<file path="src/rtl/noc_pkg.sv">
// Shared NoC definitions used by the injection and ejection interfaces and the router.
package noc_pkg;

  localparam int unsigned COORD_W = 16;
  localparam int unsigned DATA_W  = 32;
  localparam int unsigned FLIT_W  = 2*COORD_W + DATA_W;

  localparam int unsigned DX_LSB = 48;
  localparam int unsigned DY_LSB = 32;
  localparam int unsigned PL_LSB = 0;

  typedef struct packed {
    logic [COORD_W-1:0] dest_x;
    logic [COORD_W-1:0] dest_y;
    logic [DATA_W-1:0]  payload;
  } flit_t;

endpackage

</file>
<file path="src/rtl/noc_sync_fifo.sv">
// DEPTH x DATA_W synchronous FIFO; head entry is presented directly from storage.
module noc_sync_fifo #(
  parameter int unsigned DEPTH  = 4,
  parameter int unsigned DATA_W = 32
) (
  input  logic                     clk,
  input  logic                     rst,
  input  logic                     push,
  input  logic [DATA_W-1:0]        push_data,
  input  logic                     pop,
  output logic [DATA_W-1:0]        pop_data,
  output logic                     full,
  output logic                     empty,
  output logic [$clog2(DEPTH):0]   level
);

  localparam int unsigned AW = $clog2(DEPTH);
  localparam int unsigned LW = AW + 1;

  logic [DATA_W-1:0] mem [DEPTH];
  logic [AW-1:0]     wr_ptr;
  logic [AW-1:0]     rd_ptr;
  logic [LW-1:0]     count;
  logic              push_ok;
  logic              pop_ok;

  assign full    = (count == LW'(DEPTH));
  assign empty   = (count == '0);
  assign level   = count;
  assign pop_ok  = pop && !empty;
  assign push_ok = push && (!full || pop_ok);
  // Gated so stale storage never shows after reset discards the contents.
  assign pop_data = empty ? '0 : mem[rd_ptr];

  always_ff @(posedge clk) begin
    if (push_ok) mem[wr_ptr] <= push_data;
  end

  always_ff @(posedge clk) begin
    if (!rst) begin
      wr_ptr <= '0;
      rd_ptr <= '0;
      count  <= '0;
    end else begin
      if (push_ok) wr_ptr <= wr_ptr + AW'(1);
      if (pop_ok)  rd_ptr <= rd_ptr + AW'(1);
      case ({push_ok, pop_ok})
        2'b10:   count <= count + LW'(1);
        2'b01:   count <= count - LW'(1);
        default: count <= count;
      endcase
    end
  end

endmodule

</file>
<file path="src/rtl/noc_eject_if.sv">
// NoC ejection interface: destination filter, payload FIFO, CPU handshake.
// Define NOC_EJECT_STATS_EN to build the saturating rx/drop counters.
module noc_eject_if #(
  parameter int unsigned DEPTH   = 4,
  parameter int unsigned COORD_W = noc_pkg::COORD_W,
  parameter int unsigned DATA_W  = noc_pkg::DATA_W
) (
  input  logic                       clk,
  input  logic                       rst,
  input  logic [COORD_W-1:0]         my_x,
  input  logic [COORD_W-1:0]         my_y,
  input  logic [2*COORD_W+DATA_W-1:0] flit_in,
  input  logic                       flit_valid,
  output logic                       flit_ready,
  output logic [DATA_W-1:0]          cpu_data,
  output logic                       cpu_valid,
  input  logic                       cpu_ready,
  output logic [$clog2(DEPTH):0]     level,
  output logic [15:0]                rx_cnt,
  output logic [15:0]                drop_cnt
);

  logic [COORD_W-1:0] dest_x;
  logic [COORD_W-1:0] dest_y;
  logic [DATA_W-1:0]  payload;
  logic               match;
  logic               full;
  logic               empty;
  logic               pop;
  logic               fire;
  logic               push;

  assign dest_x  = flit_in[2*COORD_W+DATA_W-1 -: COORD_W];
  assign dest_y  = flit_in[COORD_W+DATA_W-1 -: COORD_W];
  assign payload = flit_in[DATA_W-1:0];
  assign match   = (dest_x == my_x) && (dest_y == my_y);

  assign cpu_valid  = !empty;
  assign pop        = cpu_valid && cpu_ready;
  // Readiness ignores the match result so misrouted flits drain at full rate.
  assign flit_ready = rst && (!full || pop);
  assign fire       = flit_valid && flit_ready;
  assign push       = fire && match;

  noc_sync_fifo #(
    .DEPTH  (DEPTH),
    .DATA_W (DATA_W)
  ) u_fifo (
    .clk       (clk),
    .rst       (rst),
    .push      (push),
    .push_data (payload),
    .pop       (pop),
    .pop_data  (cpu_data),
    .full      (full),
    .empty     (empty),
    .level     (level)
  );

`ifdef NOC_EJECT_STATS_EN
  logic drop;
  assign drop = fire && !match;

  always_ff @(posedge clk) begin
    if (!rst) begin
      rx_cnt   <= '0;
      drop_cnt <= '0;
    end else begin
      if (push && rx_cnt != '1)   rx_cnt   <= rx_cnt + 16'd1;
      if (drop && drop_cnt != '1) drop_cnt <= drop_cnt + 16'd1;
    end
  end
`else
  assign rx_cnt   = '0;
  assign drop_cnt = '0;
`endif

endmodule
</file>
<file path="config.mk">
export PLATFORM = sky130hd
export DESIGN_NAME = noc_eject_if
export DESIGN_NICKNAME = d
export VERILOG_FILES = /design/src/rtl/noc_pkg.sv /design/src/rtl/noc_sync_fifo.sv /design/src/rtl/noc_eject_if.sv
export SDC_FILE = /design/constraint.sdc
export NUM_CORES = 1
export LEC_CHECK = 0
export BUFFER_PORTS_ARGS = -buffer_cell sky130_fd_sc_hd__buf_2
export CAP_MARGIN = 20
export CORE_MARGIN = 2
export CORE_UTILIZATION = 40
export CTS_CLUSTER_SIZE = 30
export DETAILED_ROUTE_END_ITERATION = 10
export SLEW_MARGIN = 30
export SYNTH_ARGS = -nofsm -noshare
export SYNTH_HDL_FRONTEND = slang
export SYNTH_SLANG_ARGS = --single-unit
export TNS_END_PERCENT = 100
</file>
<file path="constraint.sdc">
create_clock -name clk -period 3.7 [get_ports clk]
set_input_delay 0.37 -clock clk [delete_from_list [all_inputs] [get_ports clk]]
set_output_delay 0.37 -clock clk [all_outputs]
set_load 0.02 [all_outputs]
</file>
Word level (Yosys, flattened, before mapping)
Memory sizes are Yosys's and may differ from the RTL's. A register that Yosys moved wholly into a read port is not among the register bits. Cells that the tools add are included.

Bits in writable memories: 128. Word-level logic and storage cells: 32. Output and inout port bits: 69. Memories kept: 1. Bits in registers: 7. Latch bits: 0. ROM bits: 0.

Memory list: u_fifo.mem (words 4, bits a word 32, read ports 1, clocked after Yosys merged registers in 1, write ports 1, line noc_sync_fifo.sv:20) `logic [DATA_W-1:0] mem [DEPTH];`.

Eq/ne operators: 5. Reductions and logical operators: 13. $lt $le $gt $ge: 0. Div/mod/pow operators: 0. Shifts and indexed selects: 0. Bitwise logic cells: 0. $add $sub $neg: 4. Multiply operators: 0. Multiplexer cells: 6.

Operators by type and width (count): == test 16 bit (2); two-way mux 32 bit (1); logical AND 1 bit (7); one-hot mux 3 bit (2 select lines) (1); adder 2 x 1 -> 2 bit, second input constant (2); two-way mux 2 bit (2); adder 3 x 1 -> 3 bit, second input constant (1); == test 3 bit, second input constant (1); zero test 3 bit (1); subtractor 3 x 1 -> 3 bit, second input constant (1); == test 2 x 1 -> 1 bit, second input constant (1); == test 2 bit, second input constant (1); zero test 1 bit (2); logical OR 1 bit (2); two-way mux 1 bit (2); nonzero test 2 bit (1).

Longest topological paths before layout
Word-level depth: 10. Mapped depth: 11.

By module
A second synthesis with hierarchy kept.

Cell total of the unflattened synthesis: 337. Area, all modules: 6037.0 sq um.

Modules (own cells, without submodules): noc_sync_fifo (cells an instance 256, instances 1, area an instance 5408.9 sq um); noc_eject_if (cells an instance 81, instances 1, area an instance 628.1 sq um).

Worst setup path before layout
No wires, ideal clock.

Path type: input -> register. From: input port my_y[15]. To: register u_fifo.count[2], in the netlist u_fifo.level[2]. Library setup time: 0.076 ns. Path slack: 0.841 ns. Arrival time: 2.783 ns. Stages on the path: 11. Path buffers: 0. Required time: 3.624 ns. Cells stage by stage: xor2_1 -> or4_1 -> or4b_4 -> nor4_4 -> inv_1 -> ha_1 -> inv_1 -> fa_1 -> xor2_1 -> or3_1 -> a21boi_0.

Cells in the longest elaborated chain, start to end: 6. Elaborated cells between the ends (all ways): 8.

Ends and longest elaborated chain: from (decl) (line noc_eject_if.sv:11) `input logic [COORD_W-1:0] my_y,`; == test 16 bit * (line noc_eject_if.sv:36) `assign match = (dest_x == my_x) && (dest_y == my_y);`; logical AND 1 bit * (line noc_eject_if.sv:36); logical AND 1 bit * (line noc_eject_if.sv:43) `assign push = fire && match;`; logical AND 1 bit * (line noc_sync_fifo.sv:31) `assign push_ok = push && (!full || pop_ok);`; == test 2 x 1 -> 1 bit / == test 2 bit (equally long branches) (line noc_sync_fifo.sv:47) `case ({push_ok, pop_ok})`; one-hot mux 3 bit (2 select lines) / nonzero test 2 bit (equally long branches); to (signal assigned) (line noc_sync_fifo.sv:48) `2'b10: count <= count + LW'(1);`; to (signal assigned) (line noc_sync_fifo.sv:49) `2'b01: count <= count - LW'(1);`; to (signal assigned) (line noc_sync_fifo.sv:50) `default: count <= count;`; to (decl) (line noc_sync_fifo.sv:23) `logic [LW-1:0] count;`.

Mark *: on every way between the ends. The rest lies on a longest branch, timed or not. A chain may end at the register's enable or synchronous reset.

Final worst setup path
Same ends and word-level chain as after synthesis.

==> key figures <==
Status
  – Status: finished, final reports clean

Logic synthesis
  – Top FF cell, synth: edfxtp_1
  – Sequential area share after synthesis: 0.664
  – Post-synth cell types: 41
  – Syn Inst Count: about 350
  – Syn_area_per_cell: ~17 µm²
  – Yosys reg bits: around 140
  – Number of synthesis warnings: 0
  – Synthesized area: around 6100 µm²
  – EDFF count, synth: roughly 130
  – Fraction of registers with async set/reset: 0

Floorplanning
  – Die H: roughly 130 µm
  – Die ar.: ~16000 µm²
  – I/O Pins: between 150 and 200
  – Die width: approximately 130 µm
  – Core Region: 15000 µm²
  – Initial Util: 0.403
  – Num rows: 45

STA
  – Setup_tns: 0 ps
  – FMAX: approximately 0.37 GHz
  – Final hold violation count: 0
  – Slew Viols, Final: 0
  – Final setup margin: 972 ps
  – RSZ-0062 raised after global routing: false
  – Rel. slew slack: 0.383
  – Hold Slack: 169 ps
  – Final period util: 0.737
  – Tmin final: ~2700 ps
  – # setup viols final: 0
  – Clock Skew: roughly 17 ps
  – Worst slew pin tran: between 900 and 1000 ps

Critical path
  – Worst Path Required: 4040 ps
  – Critical Path End Type: flip-flop
  – CP max FO: 6
  – Crit path kind: input pin to flip-flop
  – Critical path arrival: 3070 ps
  – Startpoint types: input pin
  – R2R Setup Slk: 1170 ps

Place
  – GP Congestion: just over 0.7
  – DP Worst Slack: about 510 ps
  – Port Buf Inserts: approximately 140
  – HPWL Detailed: 7600 µm
  – Area post-placement: between 6000 and 7000 µm²

Power and ir drop
  – Pwr dens: between 400 and 500 nW/µm²
  – Clk pwr share: 0.466
  – Psw: roughly 660 µW
  – Switching share of power: 0.192
  – Pint: 2.79 mW
  – Fraction of power consumed by sequential logic: 0.490
  – Combinational group share of total power: 0.045
  – Lkg Pwr: 2.77 nW
  – Final Total Pwr: around 3.5 mW
  – Peak VDD IR: 0.316 mV

Clock network
  – Post-CTS Setup Repair Bufs: 0
  – Clock tree buffer depth: 2
  – CTS buffer count: 17
  – Root Buffer: clkbuf_16
  – Clock-pin slew on the worst setup and hold paths: roughly 60 ps
  – Post-CTS sizing: 0
  – # clock sinks: between 100 and 150
  – Clock Latency Late Sink: approximately 400 ps
  – CTS Hold Buffers Added: 0
  – H-Tree Level Count: 4
  – CTS tree: yes

Cells and area
  – Cell area after layout: around 7500 µm²
  – Most frequent cells in the layout: buf_2, edfxtp_1, and2_1, mux4_2, conb_1
  – Commonest non-fill, non-tap cell in the layout: buf_2
  – Area Overhead vs Synth: 23.2%
  – N_diodes: 0
  – Share of cells above drive strength 1: 0.408
  – Nets: 609

Drt
  – Drt total wl: around 12000 µm
  – Final ANT Viol Nets: 0
  – Routed vias: between 3000 and 4000
  – Initial DRC count: between 100 and 150
  – DR WL/cell: between 15 and 20 µm
  – Via density per instance: 4.82
  – Drt first pass iters: 4
  – DRC violation count after routing: 0

Global route
  – Largest net degree at the start of global routing: 35
  – First-pass GRT wire length: between 15000 and 20000 µm
  – Initial antenna violation count: 1
  – Vias in the first global route: about 3400
  – All-Layer GR Usage: 0.146
  – Total grt overflow: 0

Hold path
  – Hold crit path type: input pin to flip-flop

Flow run
  – Max cap viols: 0
-- state kept, by name (all words and copies together) (netlist names), named ones only --
| name | cells |
|---|---|
| u_fifo.rd_ptr | 2 |
| u_fifo.level | 3 |
| u_fifo.wr_ptr | 2 |
| u_fifo.mem | 128 |
-- worst max-delay path: stages --
cell      delay (ps)
buf_2            100
xor2_1           150
or4_1            510
or4b_4           560
nor4_4           300
inv_1             80
ha_1             210
inv_1             70
fa_1             170
xor2_1            70
or3_1            300
a21boi_0         160
-- per-stage QoR --
stage | util | cells
final | 0.497 | 703
after global routing | 0.497 | 703
after CTS | 0.497 | 703
after detailed placement | 0.460 | 672
after global placement | 0.460 | 672
after floorplan | - | 385
-- logic make-up (layout without fill, tap and decap cells) --
logic type | Yosys count | in the layout | share of synthesized area
AO/OA/AOI/OAI | 6 | 6 | 0.00702
XOR/XNOR | 31 | 31 | 0.0448
adder cells (fa/ha/maj) | 6 | 6 | 0.0136
buffers and inverters | 51 | 181 | 0.0520
flip-flops | 137 | 137 | 0.664
multiplexers | 34 | 34 | 0.122
other | 1 | 32 | 0.000618
AND/OR/NAND/NOR | 88 | 88 | 0.0962
-- final cells by class --
class                   instances  area [µm²]
flip-flops and latches        137        4030
fillers                      1306        7560
clock inverters                13         135
clock buffers                  18         429
well taps                     188         235
inverters                       8        30.0
repair buffers                142         776
multi-input cells             197        1840
-- worst paths after layout --
check,start,end,cells after the start
worst max-delay path,my_y[15],u_fifo.level[2],12
worst min-delay path,flit_in[18],u_fifo.mem[1][18],1
worst max register to register,u_fifo.level[2],u_fifo.level[2],11
worst min register to register,u_fifo.wr_ptr[0],u_fifo.wr_ptr[0],2
-- power by group through the flow --
stage               clock network, mW  registers, mW  logic (mW)
global placement                    0           1.72       0.150
finish                           1.61           1.69       0.154
detailed placement                  0           1.72       0.155
floorplan                           0           1.72      0.0995
global route                     1.71           1.69       0.170
CTS                              1.64           1.69       0.155
-- cell usage after synthesis (4+ instances only) --
master,n,area share
ha_1,5,0.010
edfxtp_1,128,0.63
and2_1,36,0.037
dfxtp_1,9,0.030
clkbuf_1,6,0.0037
nand2_1,6,0.0037
xor2_1,17,0.025
and2_2,4,0.0050
nor4_1,4,0.0041
nor2b_1,11,0.011
buf_4,32,0.040
xnor2_1,14,0.020
mux4_2,32,0.12
nand4_1,5,0.0052
inv_1,8,0.0050
-- metal layers --
| metal | vias up | share of wire | routed length (µm) | global-route usage |
|---|---|---|---|---|
| met2 | 121 | 0.51 | 5850 | 0.246 |
| li1 | 1577 | - | - | - |
| met5 | - | 0.00095 | 11 | 0 |
| met3 | 14 | 0.054 | 619 | 0.0452 |
| met1 | 1671 | 0.43 | 4930 | 0.177 |
| met4 | 2 | 0.010 | 118 | 0.0582 |
No activity file was read; power rests on OpenSTA's default activity.
